File: src/rtl/ucsbece154a_mc_controller_if.sv
// Memory handshake bundle between the multicycle controller and the unified memory.
// The controller drives through the master modport and the memory answers through the slave modport.
interface ucsbece154a_mc_controller_if;
    logic mem_req_o;
    logic mem_ready_i;
    logic MemWrite_o;
    logic AdrSrc_o;

    modport master (
        output mem_req_o,
        output MemWrite_o,
        output AdrSrc_o,
        input  mem_ready_i
    );

    modport slave (
        input  mem_req_o,
        input  MemWrite_o,
        input  AdrSrc_o,
        output mem_ready_i
    );
endinterface

File: src/rtl/ucsbece154a_mc_controller.sv
// Multicycle RV32I control unit: a Moore FSM with a variable-latency memory handshake and a retired-instruction counter.
// Define UCSBECE154A_BNE_EN to decode bne; otherwise every branch opcode is treated as beq.
module ucsbece154a_mc_controller #(
    parameter int ALUCTRL_W = 3,
    parameter int IMMSRC_W  = 3,
    parameter int RETIRE_W  = 32
) (
    input  logic                      clk,
    input  logic                      reset,
    ucsbece154a_mc_controller_if.master mem,
    input  logic [6:0]                op_i,
    input  logic [2:0]                funct3_i,
    input  logic                      funct7b5_i,
    input  logic                      zero_i,
    output logic                      PCWrite_o,
    output logic                      IRWrite_o,
    output logic                      RegWrite_o,
    output logic [1:0]                ResultSrc_o,
    output logic [1:0]                ALUSrcA_o,
    output logic [1:0]                ALUSrcB_o,
    output logic [IMMSRC_W-1:0]       ImmSrc_o,
    output logic [ALUCTRL_W-1:0]      ALUControl_o,
    output logic                      illegal_o,
    output logic [RETIRE_W-1:0]       instret_o
);

    localparam logic [6:0] OP_LW     = 7'b0000011;
    localparam logic [6:0] OP_SW     = 7'b0100011;
    localparam logic [6:0] OP_RTYPE  = 7'b0110011;
    localparam logic [6:0] OP_ITYPE  = 7'b0010011;
    localparam logic [6:0] OP_BRANCH = 7'b1100011;
    localparam logic [6:0] OP_JAL    = 7'b1101111;
    localparam logic [6:0] OP_LUI    = 7'b0110111;

    typedef enum logic [3:0] {
        S_FETCH,
        S_DECODE,
        S_MEMADR,
        S_MEMREAD,
        S_MEMWB,
        S_MEMWRITE,
        S_EXECR,
        S_EXECI,
        S_LUI,
        S_JAL,
        S_ALUWB,
        S_BRANCH
    } state_t;

    state_t              state_q, state_d;
    logic [RETIRE_W-1:0] instret_q, instret_d;

    logic       memReq;
    logic       adrSrc;
    logic       memWrite;
    logic       irWrite;
    logic       pcUpdate;
    logic       branch;
    logic       regWrite;
    logic [1:0] resultSrc;
    logic [1:0] srcA;
    logic [1:0] srcB;
    logic [2:0] immSrc;
    logic [1:0] aluOp;
    logic       decodeIllegal;
    logic       retire;

    logic [2:0] aluCtl;
    logic       aluIllegal;
    logic       takeBranch;

    always_ff @(posedge clk) begin
        if (reset) begin
            state_q   <= S_FETCH;
            instret_q <= '0;
        end else begin
            state_q   <= state_d;
            instret_q <= instret_d;
        end
    end

    always_comb begin
        state_d       = state_q;
        memReq        = 1'b0;
        adrSrc        = 1'b0;
        memWrite      = 1'b0;
        irWrite       = 1'b0;
        pcUpdate      = 1'b0;
        branch        = 1'b0;
        regWrite      = 1'b0;
        resultSrc     = 2'b00;
        srcA          = 2'b00;
        srcB          = 2'b00;
        immSrc        = 3'b000;
        aluOp         = 2'b00;
        decodeIllegal = 1'b0;
        retire        = 1'b0;

        case (state_q)
            S_FETCH: begin
                memReq    = 1'b1;
                srcB      = 2'b10;
                resultSrc = 2'b10;
                irWrite   = mem.mem_ready_i;
                pcUpdate  = mem.mem_ready_i;
                if (mem.mem_ready_i) state_d = S_DECODE;
            end
            S_DECODE: begin
                srcA   = 2'b01;
                srcB   = 2'b01;
                immSrc = (op_i == OP_JAL) ? 3'b011 : 3'b010;
                case (op_i)
                    OP_LW, OP_SW: state_d = S_MEMADR;
                    OP_RTYPE:     state_d = S_EXECR;
                    OP_ITYPE:     state_d = S_EXECI;
                    OP_JAL:       state_d = S_JAL;
                    OP_LUI:       state_d = S_LUI;
                    OP_BRANCH: begin
`ifdef UCSBECE154A_BNE_EN
                        if (funct3_i == 3'b000 || funct3_i == 3'b001) begin
                            state_d = S_BRANCH;
                        end else begin
                            decodeIllegal = 1'b1;
                            state_d       = S_FETCH;
                        end
`else
                        state_d = S_BRANCH;
`endif
                    end
                    default: begin
                        decodeIllegal = 1'b1;
                        state_d       = S_FETCH;
                    end
                endcase
            end
            S_MEMADR: begin
                srcA    = 2'b10;
                srcB    = 2'b01;
                immSrc  = (op_i == OP_SW) ? 3'b001 : 3'b000;
                state_d = (op_i == OP_SW) ? S_MEMWRITE : S_MEMREAD;
            end
            S_MEMREAD: begin
                memReq = 1'b1;
                adrSrc = 1'b1;
                if (mem.mem_ready_i) state_d = S_MEMWB;
            end
            S_MEMWB: begin
                resultSrc = 2'b01;
                regWrite  = 1'b1;
                retire    = 1'b1;
                state_d   = S_FETCH;
            end
            S_MEMWRITE: begin
                memReq   = 1'b1;
                memWrite = 1'b1;
                adrSrc   = 1'b1;
                if (mem.mem_ready_i) begin
                    retire  = 1'b1;
                    state_d = S_FETCH;
                end
            end
            S_EXECR: begin
                srcA    = 2'b10;
                aluOp   = 2'b10;
                state_d = S_ALUWB;
            end
            S_EXECI: begin
                srcA    = 2'b10;
                srcB    = 2'b01;
                aluOp   = 2'b10;
                state_d = S_ALUWB;
            end
            S_LUI: begin
                srcA    = 2'b11;
                srcB    = 2'b01;
                immSrc  = 3'b100;
                state_d = S_ALUWB;
            end
            S_JAL: begin
                srcA     = 2'b01;
                srcB     = 2'b10;
                pcUpdate = 1'b1;
                state_d  = S_ALUWB;
            end
            S_ALUWB: begin
                regWrite = 1'b1;
                retire   = 1'b1;
                state_d  = S_FETCH;
            end
            S_BRANCH: begin
                srcA    = 2'b10;
                aluOp   = 2'b01;
                branch  = 1'b1;
                retire  = 1'b1;
                state_d = S_FETCH;
            end
            default: state_d = S_FETCH;
        endcase
    end

    // funct3 values outside add/sub/slt/or/and fall back to add and raise illegal_o,
    // but the instruction still completes its writeback.
    always_comb begin
        aluCtl     = 3'b000;
        aluIllegal = 1'b0;
        case (aluOp)
            2'b00: aluCtl = 3'b000;
            2'b01: aluCtl = 3'b001;
            2'b10: begin
                case (funct3_i)
                    3'b000:  aluCtl = (funct7b5_i & op_i[5]) ? 3'b001 : 3'b000;
                    3'b010:  aluCtl = 3'b101;
                    3'b110:  aluCtl = 3'b011;
                    3'b111:  aluCtl = 3'b010;
                    default: begin
                        aluCtl     = 3'b000;
                        aluIllegal = 1'b1;
                    end
                endcase
            end
            default: aluCtl = 3'b000;
        endcase
    end

    always_comb begin
`ifdef UCSBECE154A_BNE_EN
        takeBranch = (funct3_i == 3'b001) ? ~zero_i : zero_i;
`else
        takeBranch = zero_i;
`endif
    end

    always_comb begin
        instret_d = instret_q;
        if (retire) instret_d = instret_q + RETIRE_W'(1);
    end

    // Reset overrides every enable combinationally so an aborted instruction writes nothing.
    assign mem.mem_req_o  = memReq & ~reset;
    assign mem.MemWrite_o = memWrite & ~reset;
    assign mem.AdrSrc_o   = adrSrc;
    assign PCWrite_o      = (pcUpdate | (branch & takeBranch)) & ~reset;
    assign IRWrite_o      = irWrite & ~reset;
    assign RegWrite_o     = regWrite & ~reset;
    assign ResultSrc_o    = resultSrc;
    assign ALUSrcA_o      = srcA;
    assign ALUSrcB_o      = srcB;
    assign ImmSrc_o       = IMMSRC_W'(immSrc);
    assign ALUControl_o   = ALUCTRL_W'(aluCtl);
    assign illegal_o      = (decodeIllegal | aluIllegal) & ~reset;
    assign instret_o      = instret_q;

endmodule
File: src/flat_wrapper.sv
// flat-port wrapper written by rule: the top's interface ports become plain ports
module ucsbece154a_mc_controller_flat 
#(
    parameter int ALUCTRL_W = 3,
    parameter int IMMSRC_W  = 3,
    parameter int RETIRE_W  = 32
)
  (clk, reset, op_i, funct3_i, funct7b5_i, zero_i, PCWrite_o, IRWrite_o, RegWrite_o, ResultSrc_o, ALUSrcA_o, ALUSrcB_o, ImmSrc_o, ALUControl_o, illegal_o, instret_o, mem_mem_req_o, mem_MemWrite_o, mem_AdrSrc_o, mem_mem_ready_i);
  ucsbece154a_mc_controller_if mem_i ();
  input  logic clk;
  input  logic reset;
  input  logic [6:0] op_i;
  input  logic [2:0] funct3_i;
  input  logic funct7b5_i;
  input  logic zero_i;
  output logic PCWrite_o;
  output logic IRWrite_o;
  output logic RegWrite_o;
  output logic [1:0] ResultSrc_o;
  output logic [1:0] ALUSrcA_o;
  output logic [1:0] ALUSrcB_o;
  output logic [IMMSRC_W-1:0] ImmSrc_o;
  output logic [ALUCTRL_W-1:0] ALUControl_o;
  output logic illegal_o;
  output logic [RETIRE_W-1:0] instret_o;
  output wire logic [$bits(mem_i.mem_req_o)-1:0] mem_mem_req_o;
  output wire logic [$bits(mem_i.MemWrite_o)-1:0] mem_MemWrite_o;
  output wire logic [$bits(mem_i.AdrSrc_o)-1:0] mem_AdrSrc_o;
  input wire logic [$bits(mem_i.mem_ready_i)-1:0] mem_mem_ready_i;
  assign mem_mem_req_o = mem_i.mem_req_o;
  assign mem_MemWrite_o = mem_i.MemWrite_o;
  assign mem_AdrSrc_o = mem_i.AdrSrc_o;
  assign mem_i.mem_ready_i = mem_mem_ready_i;
  ucsbece154a_mc_controller #(.ALUCTRL_W(ALUCTRL_W), .IMMSRC_W(IMMSRC_W), .RETIRE_W(RETIRE_W)) u_core (.clk(clk), .reset(reset), .mem(mem_i), .op_i(op_i), .funct3_i(funct3_i), .funct7b5_i(funct7b5_i), .zero_i(zero_i), .PCWrite_o(PCWrite_o), .IRWrite_o(IRWrite_o), .RegWrite_o(RegWrite_o), .ResultSrc_o(ResultSrc_o), .ALUSrcA_o(ALUSrcA_o), .ALUSrcB_o(ALUSrcB_o), .ImmSrc_o(ImmSrc_o), .ALUControl_o(ALUControl_o), .illegal_o(illegal_o), .instret_o(instret_o));
endmodule
File: config.mk
export PLATFORM = sky130hd
export DESIGN_NAME = ucsbece154a_mc_controller_flat
export DESIGN_NICKNAME = d
export VERILOG_FILES = /design/src/rtl/ucsbece154a_mc_controller_if.sv /design/src/rtl/ucsbece154a_mc_controller.sv /design/src/flat_wrapper.sv
export SDC_FILE = /design/constraint.sdc
export NUM_CORES = 1
export LEC_CHECK = 0
export BUFFER_PORTS_ARGS = -buffer_cell sky130_fd_sc_hd__buf_2
export CAP_MARGIN = 10
export CORE_MARGIN = 2
export CORE_UTILIZATION = 57
export DETAILED_ROUTE_END_ITERATION = 7
export MAX_ROUTING_LAYER = met4
export PLACE_DENSITY = 0.92
export SLEW_MARGIN = 10
export SYNTH_ARGS = -nofsm -noshare
export SYNTH_HDL_FRONTEND = slang
export SYNTH_SLANG_ARGS = --single-unit
File: constraint.sdc
create_clock -name clk -period 5.3 [get_ports clk]
set_clock_uncertainty 0.05 [all_clocks]
set_input_delay 0 -clock clk [delete_from_list [all_inputs] [get_ports clk]]
set_output_delay 0 -clock clk [all_outputs]
set_load 0.05 [all_outputs]
==> flow_summary.toml <==
[outcome]
status = "finished, final reports clean"

[power]
max-vdd-ir-drop_uv = 122
p_per_area_mw_per_mm2 = 218
p_leak_nw = 1.11
total_power_mw = 0.618

[sta]
hold_viol_final = 0
finalCritPeriodShare = 0.471
setup_viol = 0
drv_slew = 0
slew_headroom = 0.406
timing.hold.ws_ps = 34.3
min_period_ps = 2490
fin_tns_setup_ps = 0
fmax_mhz = 401
worst_pin_slew_ps = 891
grt_setup_unrepaired = "no"

[job]
cap_violations = 0

[yosys]
yosysTopAreaCell = "dfxtp_1"
ys_warn_count = 0
async_flop_share = 0
yosysUniqueCellTypes = 49
yosys_register_bits = 36
syn_avg_cell_area_um2 = 7.82
synthTopCellsByArea = "dfxtp_1 30%, a21oi_1 5.4%, or4_1 5.0%, o31ai_1 4.4%, mux2_2 3.7%"
synth_edf_count = 0
yosys.area.top_type_share = 0.298
synth_nets = 327
ys.flop_type = "dfxtp_1"
yosysSeqAreaShare = 0.298
syn-cell-area_mm2 = 0.00242
syn-instance-count = 309

[final_layout]
seqCellArea_um2 = 721
fill_cells = 336
instances_no_fill = 413
fin_area_mm2 = 0.00283
final_cell_mix = "65 x buf_2, 36 x dfxtp_1, 26 x a21oi_1"
final_common_cell = "buf_2"
num-nets-final = 380
drive_gt1_frac = 0.237
multiInputGateArea_mm2 = 0.00154
syn_to_final_growth_pct = 17.2
diodes = 0

[critical_path]
worstPathMaxFanout = 52
arrival_ps = 2620
worstSetupStartpointType = "flip-flop"
crit_type = "reg2reg"
worstPathRequired_ps = 5430
critPathCaptureType = "flip-flop"

[die]
dieArea_mm2 = 0.00478
row_count = 23
fp.dieW_um = 69.1
pin_count = 66
core_area_mm2 = 0.00403
start_util = 0.600
die_h_um = 69.1

[clocking]
worstSkewPairLatency_ps = 290
cts_root_buffer = "clkbuf_8"
cts_max_path_buffers = 2
cts_setup_buffers = 0
clk_pin_slew_ps = 70
ctsHoldBuffers = 0
cts_sinks = 36
cts_max_level = 2
cts_tree = "built"
cts_buffers = 5
cts_resized = 0

[global_route]
grt.met1_usage = 0.324
antenna_found_initial = 0
grt_pass1_vias = 2363
globalRoute.totalOverflow = 0
grtUsageMet3 = 0.0468
top_usage_layer = "met2"
grt_pass1_wl_mm = 10.3
gr-usage-all-layers = 0.260
grt_max_degree = 53
grt_use_met2 = 0.423

[detailed_routing]
firstDrtPassIters = 4
vias_per_cell = 6.21
drt_iter0_markers = 209
drc = 0
wl_mm = 6.08
wl_per_cell_um = 14.7
ant_nets = 0
vias = 2563

[worst_hold_path]
min_path_type = "in2reg"

[place]
dpl.cell_count = 405
gp_congestion = 0.874
hpwl_mm = 4.11
place_area_mm2 = 0.00271
portBuffers = 65
==> registers in the layout, indices dropped and copies added, names as in the netlist <==
register,flops
u_core.instret_o,32
u_core.state_q,4
==> layer usage <==
metal	share of wire	wire [um]
met5	0	0
met2	0.47	2880
met1	0.45	2710
met4	0.023	138
met3	0.058	352
==> cells by family after synthesis <==
logic type	count (synthesis)	synth area share
fa+ha+maj	3	0.0155
buf+inv	33	0.0637
xor+xnor	4	0.0145
compound gates	68	0.182
mux	11	0.0508
simple gates	154	0.375
flops	36	0.298
==> through the flow <==
step,setup WS [ps],util
after floorplan,1860,-
after global placement,3140,0.672
after detailed placement,3000,0.672
after CTS,2810,0.703
after global routing,2650,0.703
final,2810,0.703
==> where the power goes <==
part           internal [mW]  switching, mW
combinational         0.0220         0.0529
sequential             0.271        0.00509
clock                  0.166          0.101
==> worst max-delay path, stage by stage, from the launching register on <==
cell and delay [ps]:
dfxtp_1 770, nand3b_1 210, o31a_1 160, buf_4 270
nor4_1 500, mux2_2 410
==> worst paths after layout <==
kind              cells after the start                start  slack (ps)              endpoint
setup reg to reg                      5    u_core.state_q[1]        2810  u_core.instret_o[30]
hold reg to reg                       2  u_core.instret_o[6]         450   u_core.instret_o[6]
hold / removal                        3      mem_mem_ready_i          30     u_core.state_q[2]
setup / recovery                      5    u_core.state_q[1]        2810  u_core.instret_o[30]
==> synth_stat cells (all sizes together), types with 8 or more instances <==
cell,n
nand3,8
mux2,10
inv,13
nor2b,13
nand2,23
nor3,13
nor2,22
o31ai,14
nor4,9
a21oi,26
nand4,9
nand2b,8
buf,13
or4,16
dfxtp,36
==> final cells by class <==
type	instances	area share
multi-input cells	240	0.544
flip-flops and latches	36	0.254
repair buffers	66	0.117
clock buffers	7	0.0340
well taps	50	0.0221
inverters	13	0.0172
clock inverters	1	0.0106
(Power assumes the default switching activity.)
